**src/rtl/pulse_freq_meter_pkg.sv**
```systemverilog
// -----------------------------------------------------------------------------
// pulse_freq_meter_pkg
//   Shared definitions for the gated pulse frequency meter:
//     state_t          - measurement FSM states (IDLE, COUNT)
//     GATE_CYCLES_DEF  - default gate window length in clocks (1 s at 100 MHz)
//     CNT_W_DEF        - default pulse counter / result width
//     gate_width()     - width of the gate counter for a given window length
// -----------------------------------------------------------------------------
package pulse_freq_meter_pkg;

  typedef enum logic {
    IDLE  = 1'b0,
    COUNT = 1'b1
  } state_t;

  localparam int unsigned GATE_CYCLES_DEF = 100_000_000;
  localparam int unsigned CNT_W_DEF       = 32;

  // $clog2 of the window length, floored at 1 so the counter always exists.
  function automatic int unsigned gate_width(input int unsigned cycles);
    return (cycles < 2) ? 1 : $clog2(cycles);
  endfunction

endpackage

```
**src/rtl/pulse_freq_meter_gate_timer.sv**
```systemverilog
// -----------------------------------------------------------------------------
// gate_timer
//   Free-running gate window counter for pulse_freq_meter. Counts
//   0..GATE_CYCLES-1 while run is high and wraps straight back to 0 so that
//   consecutive windows abut with no dead cycle. Dropping run clears the
//   count, so the next window always starts at gate_cnt = 0.
//
//   Parameters:
//     GATE_CYCLES - window length in clocks (2 or more)
//   Ports:
//     CLK   in  system clock
//     RST_n in  asynchronous active-low reset
//     run   in  window is active this cycle
//     last  out high on the final gate cycle while run is high
// -----------------------------------------------------------------------------
module gate_timer
  import pulse_freq_meter_pkg::*;
#(
  parameter int unsigned GATE_CYCLES = GATE_CYCLES_DEF
) (
  input  logic CLK,
  input  logic RST_n,
  input  logic run,
  output logic last
);

  localparam int unsigned       GATE_W   = gate_width(GATE_CYCLES);
  localparam logic [GATE_W-1:0] LAST_CNT = GATE_W'(GATE_CYCLES - 1);

  logic [GATE_W-1:0] gate_cnt;

  assign last = run && (gate_cnt == LAST_CNT);

  always_ff @(posedge CLK or negedge RST_n) begin
    if (!RST_n) begin
      gate_cnt <= '0;
    end else if (!run || last) begin
      gate_cnt <= '0;
    end else begin
      gate_cnt <= gate_cnt + GATE_W'(1);
    end
  end

endmodule

```
**src/rtl/pulse_freq_meter.sv**
```systemverilog
// -----------------------------------------------------------------------------
// pulse_freq_meter
//   Gated frequency meter. Counts one-cycle pulses from the debounce filter
//   over a fixed window of GATE_CYCLES clocks, then latches the total into
//   oCount and strobes oValid for one cycle. Windows run back to back while
//   iEnable stays high; dropping iEnable discards the partial window.
//
//   Build option:
//     PULSE_FREQ_METER_OVF_EN - when defined, the pulse counter saturates at
//       all-ones and oOverflow reports a saturated window. When undefined the
//       counter wraps and oOverflow is tied low.
//
//   Parameters:
//     GATE_CYCLES - window length in clocks (2 or more)
//     CNT_W       - pulse counter and oCount width
//   Ports:
//     CLK       in  system clock
//     RST_n     in  asynchronous active-low reset
//     iPulse    in  one-cycle pulse per debounced rising edge
//     iEnable   in  level-sensitive measurement enable
//     oCount    out pulse count of the last completed window
//     oValid    out one-cycle strobe, oCount just updated
//     oOverflow out last completed window saturated the counter
// -----------------------------------------------------------------------------
module pulse_freq_meter
  import pulse_freq_meter_pkg::*;
#(
  parameter int unsigned GATE_CYCLES = GATE_CYCLES_DEF,
  parameter int unsigned CNT_W       = CNT_W_DEF
) (
  input  logic             CLK,
  input  logic             RST_n,
  input  logic             iPulse,
  input  logic             iEnable,
  output logic [CNT_W-1:0] oCount,
  output logic             oValid,
  output logic             oOverflow
);

  state_t           state;
  state_t           state_nxt;
  logic             run;
  logic             last;
  logic [CNT_W-1:0] pulse_cnt;
  logic [CNT_W-1:0] pulse_sum;

  // ---------------------------------------------------------------------------
  // FSM: run is only asserted in COUNT with iEnable still high, so an enable
  // drop on any cycle (including the last one) discards the window.
  // ---------------------------------------------------------------------------
  always_ff @(posedge CLK or negedge RST_n) begin
    if (!RST_n) begin
      state <= IDLE;
    end else begin
      state <= state_nxt;
    end
  end

  always_comb begin
    state_nxt = state;
    run       = 1'b0;
    case (state)
      IDLE: begin
        if (iEnable) begin
          state_nxt = COUNT;
        end
      end
      COUNT: begin
        if (iEnable) begin
          run = 1'b1;
        end else begin
          state_nxt = IDLE;
        end
      end
      default: begin
        state_nxt = IDLE;
      end
    endcase
  end

  gate_timer #(
    .GATE_CYCLES(GATE_CYCLES)
  ) u_gate_timer (
    .CLK  (CLK),
    .RST_n(RST_n),
    .run  (run),
    .last (last)
  );

  // ---------------------------------------------------------------------------
  // Pulse accumulation. pulse_sum already includes this cycle's pulse, which
  // is what gets latched on the last gate cycle so a boundary pulse is kept.
  // ---------------------------------------------------------------------------
`ifdef PULSE_FREQ_METER_OVF_EN
  logic sticky_ovf;
  logic sat_hit;

  assign sat_hit = iPulse && (pulse_cnt == '1);

  always_comb begin
    pulse_sum = pulse_cnt + CNT_W'(iPulse);
    if (sat_hit) begin
      pulse_sum = '1;
    end
  end

  always_ff @(posedge CLK or negedge RST_n) begin
    if (!RST_n) begin
      sticky_ovf <= 1'b0;
    end else if (!run || last) begin
      sticky_ovf <= 1'b0;
    end else if (sat_hit) begin
      sticky_ovf <= 1'b1;
    end
  end

  // Saturation on the final cycle itself must still be reported.
  always_ff @(posedge CLK or negedge RST_n) begin
    if (!RST_n) begin
      oOverflow <= 1'b0;
    end else if (last) begin
      oOverflow <= sticky_ovf || sat_hit;
    end
  end
`else
  assign pulse_sum = pulse_cnt + CNT_W'(iPulse);
  assign oOverflow = 1'b0;
`endif

  always_ff @(posedge CLK or negedge RST_n) begin
    if (!RST_n) begin
      pulse_cnt <= '0;
    end else if (!run || last) begin
      pulse_cnt <= '0;
    end else begin
      pulse_cnt <= pulse_sum;
    end
  end

  // ---------------------------------------------------------------------------
  // Result registers
  // ---------------------------------------------------------------------------
  always_ff @(posedge CLK or negedge RST_n) begin
    if (!RST_n) begin
      oCount <= '0;
      oValid <= 1'b0;
    end else begin
      oValid <= last;
      if (last) begin
        oCount <= pulse_sum;
      end
    end
  end

endmodule

```
**config.mk**
```make
export PLATFORM = sky130hd
export DESIGN_NAME = pulse_freq_meter
export DESIGN_NICKNAME = d
export VERILOG_FILES = /design/src/rtl/pulse_freq_meter_pkg.sv /design/src/rtl/pulse_freq_meter_gate_timer.sv /design/src/rtl/pulse_freq_meter.sv
export SDC_FILE = /design/constraint.sdc
export NUM_CORES = 1
export LEC_CHECK = 0
export CELL_PAD_IN_SITES_DETAIL_PLACEMENT = 1
export CELL_PAD_IN_SITES_GLOBAL_PLACEMENT = 1
export CORE_MARGIN = 1
export CORE_UTILIZATION = 45
export CTS_BUF_LIST = sky130_fd_sc_hd__clkbuf_4 sky130_fd_sc_hd__clkbuf_8 sky130_fd_sc_hd__clkbuf_16
export CTS_CLUSTER_SIZE = 16
export DETAILED_ROUTE_END_ITERATION = 10
export PLACE_DENSITY = 0.86
export SETUP_SLACK_MARGIN = 0.2
export SLEW_MARGIN = 20
export SYNTH_ARGS = -nofsm -noshare
export SYNTH_HDL_FRONTEND = slang
export SYNTH_HIERARCHICAL = 1
export SYNTH_SLANG_ARGS = --single-unit
```
**constraint.sdc**
```tcl
create_clock -name CLK -period 2.86 [get_ports CLK]
set_clock_uncertainty 0.05 [all_clocks]
set_input_delay 0.572 -clock CLK [delete_from_list [all_inputs] [get_ports CLK]]
set_output_delay 0.572 -clock CLK [all_outputs]
set_load 0.005 [all_outputs]
```
==> parameters.txt <==
Parameter                              Value

Status
  Status ... finished, final reports clean

Floorplan
  Core Area ... 9330 um^2
  Width of the chip ... 101 um
  Starting density of the core ... 47.0%
  Core Rows ... 35
  Vertical extent of the die ... 101 um
  Io pins ... 38
  Die area ... 10100 um^2

STA
  RSZ-0062 raised after global routing ... no
  Final cycle utilization of the critical path ... 81.6%
  Max Slew Vio Count ... 0
  Fmax ... 0.429 GHz
  Total setup violations reported at the end of the flow ... 0
  Least-Margin Pin Slew ... 0.633 ns
  Setup slack of the critical path after layout ... 0.527 ns
  Final worst path period need ... 2.33 ns
  Hold Violations, Final ... 0
  Worst rel slew slack ... 57.4%

Setup path
  Peak per-stage delay on the critical path ... 0.44 ns
  Category of the critical setup timing path ... register to register
  Kind of launch point of the worst setup path ... register
  Launching element of the worst setup path ... u_gate_timer/gate_cnt[0]
  Arrival time reported for the critical path endpoint ... 2.59 ns
  Cell-by-cell trace of the critical path ... ha_1, nand4_1, or2_1, nor4_2, buf_4, buf_12, nor2_1, a21oi_1
  CP Data Required Time ... 3.11 ns
  Worst path slowest cell ... dfrtp_1
  Gate family responsible for the most delay along the worst path ... simple AND/OR/NAND/NOR gates
  RR Startpoint ... u_gate_timer/gate_cnt[0]
  Length in cells of the worst reg-to-reg path ... 8
  Number of cells on the critical path ... 8
  CP bufs+invs ... 2
  Worst-path maximum fanout ... 31
  Type of element capturing the critical path ... register

Placement
  # port buffers ... 36
  Placer congestion estimate ... 0.820
  Post-Place Cell Area ... 4980 um^2
  Placed wire-length estimate ... 7430 um
  Setup WS pre-CTS ... -0.0724 ns

Synth
  Flip-flop and latch count after synthesis ... 93
  Most numerous cell types in the synthesized netlist ... dfrtp_1, nor2_1, a21oi_1
  Gate count after technology mapping ... 442
  Area share of the largest cell type after synthesis ... 53.1%
  Number of warnings printed during yosys synthesis ... 6
  Post-synthesis instance area ... 4380 um^2
  Sequential share of the synthesized area ... 53.1%
  Number of distinct standard cells referenced by the synthesized netlist ... 47
  Prevailing post-synth register cell ... dfrtp_1
  Post-synth ARST share ... 100%
  Number of enable flip-flop cells after synthesis ... 0
  Most instantiated library cell after synthesis ... dfrtp_1
  Post-Syn Area per Cell ... 9.91 um^2
  Top cells by area, synth ... dfrtp_1, nor2_1, a21oi_1
  Post-synth net total ... 450
  Post-synth top area cell ... dfrtp_1

Final layout
  Core utilization of the finished layout ... 55.6%
  Final instance area ... 5190 um^2
  Synthesis-to-layout area growth ... 18.4%
  # fillers ... 1044
  Antenna cells ... 0
  Fraction of layout cells with a size suffix above 1 ... 9.84%
  Post-layout net count ... 491

Routing
  Total Wirelength ... 11100 um
  Starting DRT DRC Count ... 215
  Routed length per instance ... 18.0 um
  DRC errors left ... 0
  First drt pass iteration count ... 4
  Count of nets left with antenna violations after detail routing ... 0
  Routed vias/inst ... 5.85
  Total number of vias ... 3609

Power and ir drop
  Cell leakage power ... 2.13 nW
  IR drop worst, VDD ... 275 uV
  Power density normalized to cell area ... 435 nW/um^2
  Total power draw ... 2.26 mW

Clock tree
  Number of levels the H-tree was split into ... 3
  Clock sink count ... 93
  Clock tree buffer depth ... 2
  Clock latency on the worst-skew pair ... 0.38 ns
  Worst-path clk slew ... 0.12 ns
  Root buffer cell ... clkbuf_8
  Number of buffers created by CTS ... 9
  Setup fix buffers added after clock tree synthesis ... 0
  TritonCTS clock tree ... done

Global route
  Grt total ovfl ... 0
  Overall track demand over capacity in global routing ... 23.4%
  Maximum number of pins on one net before global-route repair ... 94
  Antenna violations before repair ... 0
  Number of global-route vias before repair ... 3814
  First-pass GRT wire length ... 18500 um

Run
  Total of max-cap violations ... 0

Hold path
  Worst hold path type ... primary input to asynchronous set/reset pin
[state kept, by name, indices dropped and copies added, names as in the netlist]
signal and count:
u_gate_timer/gate_cnt 27, oValid 1, pulse_cnt 32, state 1
oCount 32
[routing by layer]
| metal | up-vias | GRT usage, % | wire (um) |
|---|---|---|---|
| li1 | 1659 | - | - |
| met1 | 1838 | 29.1 | 4830 |
| met2 | 80 | 40.4 | 5660 |
| met3 | 32 | 3.54 | 311 |
| met4 | 0 | 10.6 | 306 |
| met5 | - | 0 | 0 |
[what timing repair did]
item	CTS	global route
endpoints found under the hold margin	0	0
gates resized for setup	0	4
setup endpoints to repair	0	5
hold buffers	0	0
[path summary, 6_finish.rpt]
check / slack [ns] / endpoint
setup reg to reg: 0.53 / oCount[26]
min in group CLK: 0.47 / oCount[8]
hold reg to reg: 0.47 / oCount[8]
setup / recovery: 0.53 / oCount[26]
max in group asynchronous: 2.19 / pulse_cnt[11]
hold / removal: 0.17 / oCount[6]
[cells by family (layout without fill, tap and decap cells)]
| kind of cell | Yosys count | in the layout | synth area share, % |
|---|---|---|---|
| DFF | 93 | 93 | 53.1 |
| AOI/OAI and AO/OA | 60 | 60 | 8.17 |
| and+or+nand+nor | 215 | 215 | 26.6 |
| muxes | 2 | 2 | 0.514 |
| xor gates and xnor gates | 38 | 38 | 7.60 |
| other | 1 | 1 | 0.0856 |
| buffers and inverters | 29 | 75 | 2.80 |
| adders and majority gates | 4 | 4 | 1.14 |
[report_power, final]
group / internal, mW / leakage [nW] / switching, mW / total, mW
combinational: 0.0159 / 0.740 / 0.0503 / 0.0662
sequential: 1.32 / 1.30 / 0.00298 / 1.32
clock: 0.339 / 0.0918 / 0.533 / 0.872
[cell type report]
cell class                      instances  area, um^2  area share, %
Tap cell                              129         161           3.11
Sequential cell                        93        2330           44.9
Timing Repair Buffer                   51         523           10.1
Multi-Input combinational cell        320        1960           37.7
Inverter                                8        30.0          0.579
Clock buffer                            9         124           2.39
Clock inverter                          7        66.3           1.28
[stage by stage]
step	cells	hold WS [ns]	TNS [ns]
2_1_floorplan	442	0.226	0
3_3_place_gp	601	0.448	0
3_5_place_dp	601	0.460	-0.347
4_1_cts	617	0.200	0
5_1_grt	617	0.225	0
6_report	617	0.170	0
[layout by cell type, fill, tap and decap left out, types with 3 or more instances in the layout]
master / n
nor3_1: 7
buf_4: 12
nor2_1: 78
clkdlybuf4s50_1: 34
o21ai_0: 5
nand2b_1: 3
xor2_1: 19
clkbuf_8: 9
o221ai_1: 4
or3_1: 4
o2111ai_1: 3
dfrtp_1: 93
nor3_2: 3
or4_1: 12
xnor2_1: 17
nor4_1: 4
a21oi_1: 37
o31ai_1: 4
nand2_1: 22
and4_1: 8
and3_1: 10
inv_1: 8
nand4_1: 17
inv_8: 3
ha_1: 3
nand3_1: 29
buf_12: 4
Note: power is estimated with default switching activity, not from simulation.
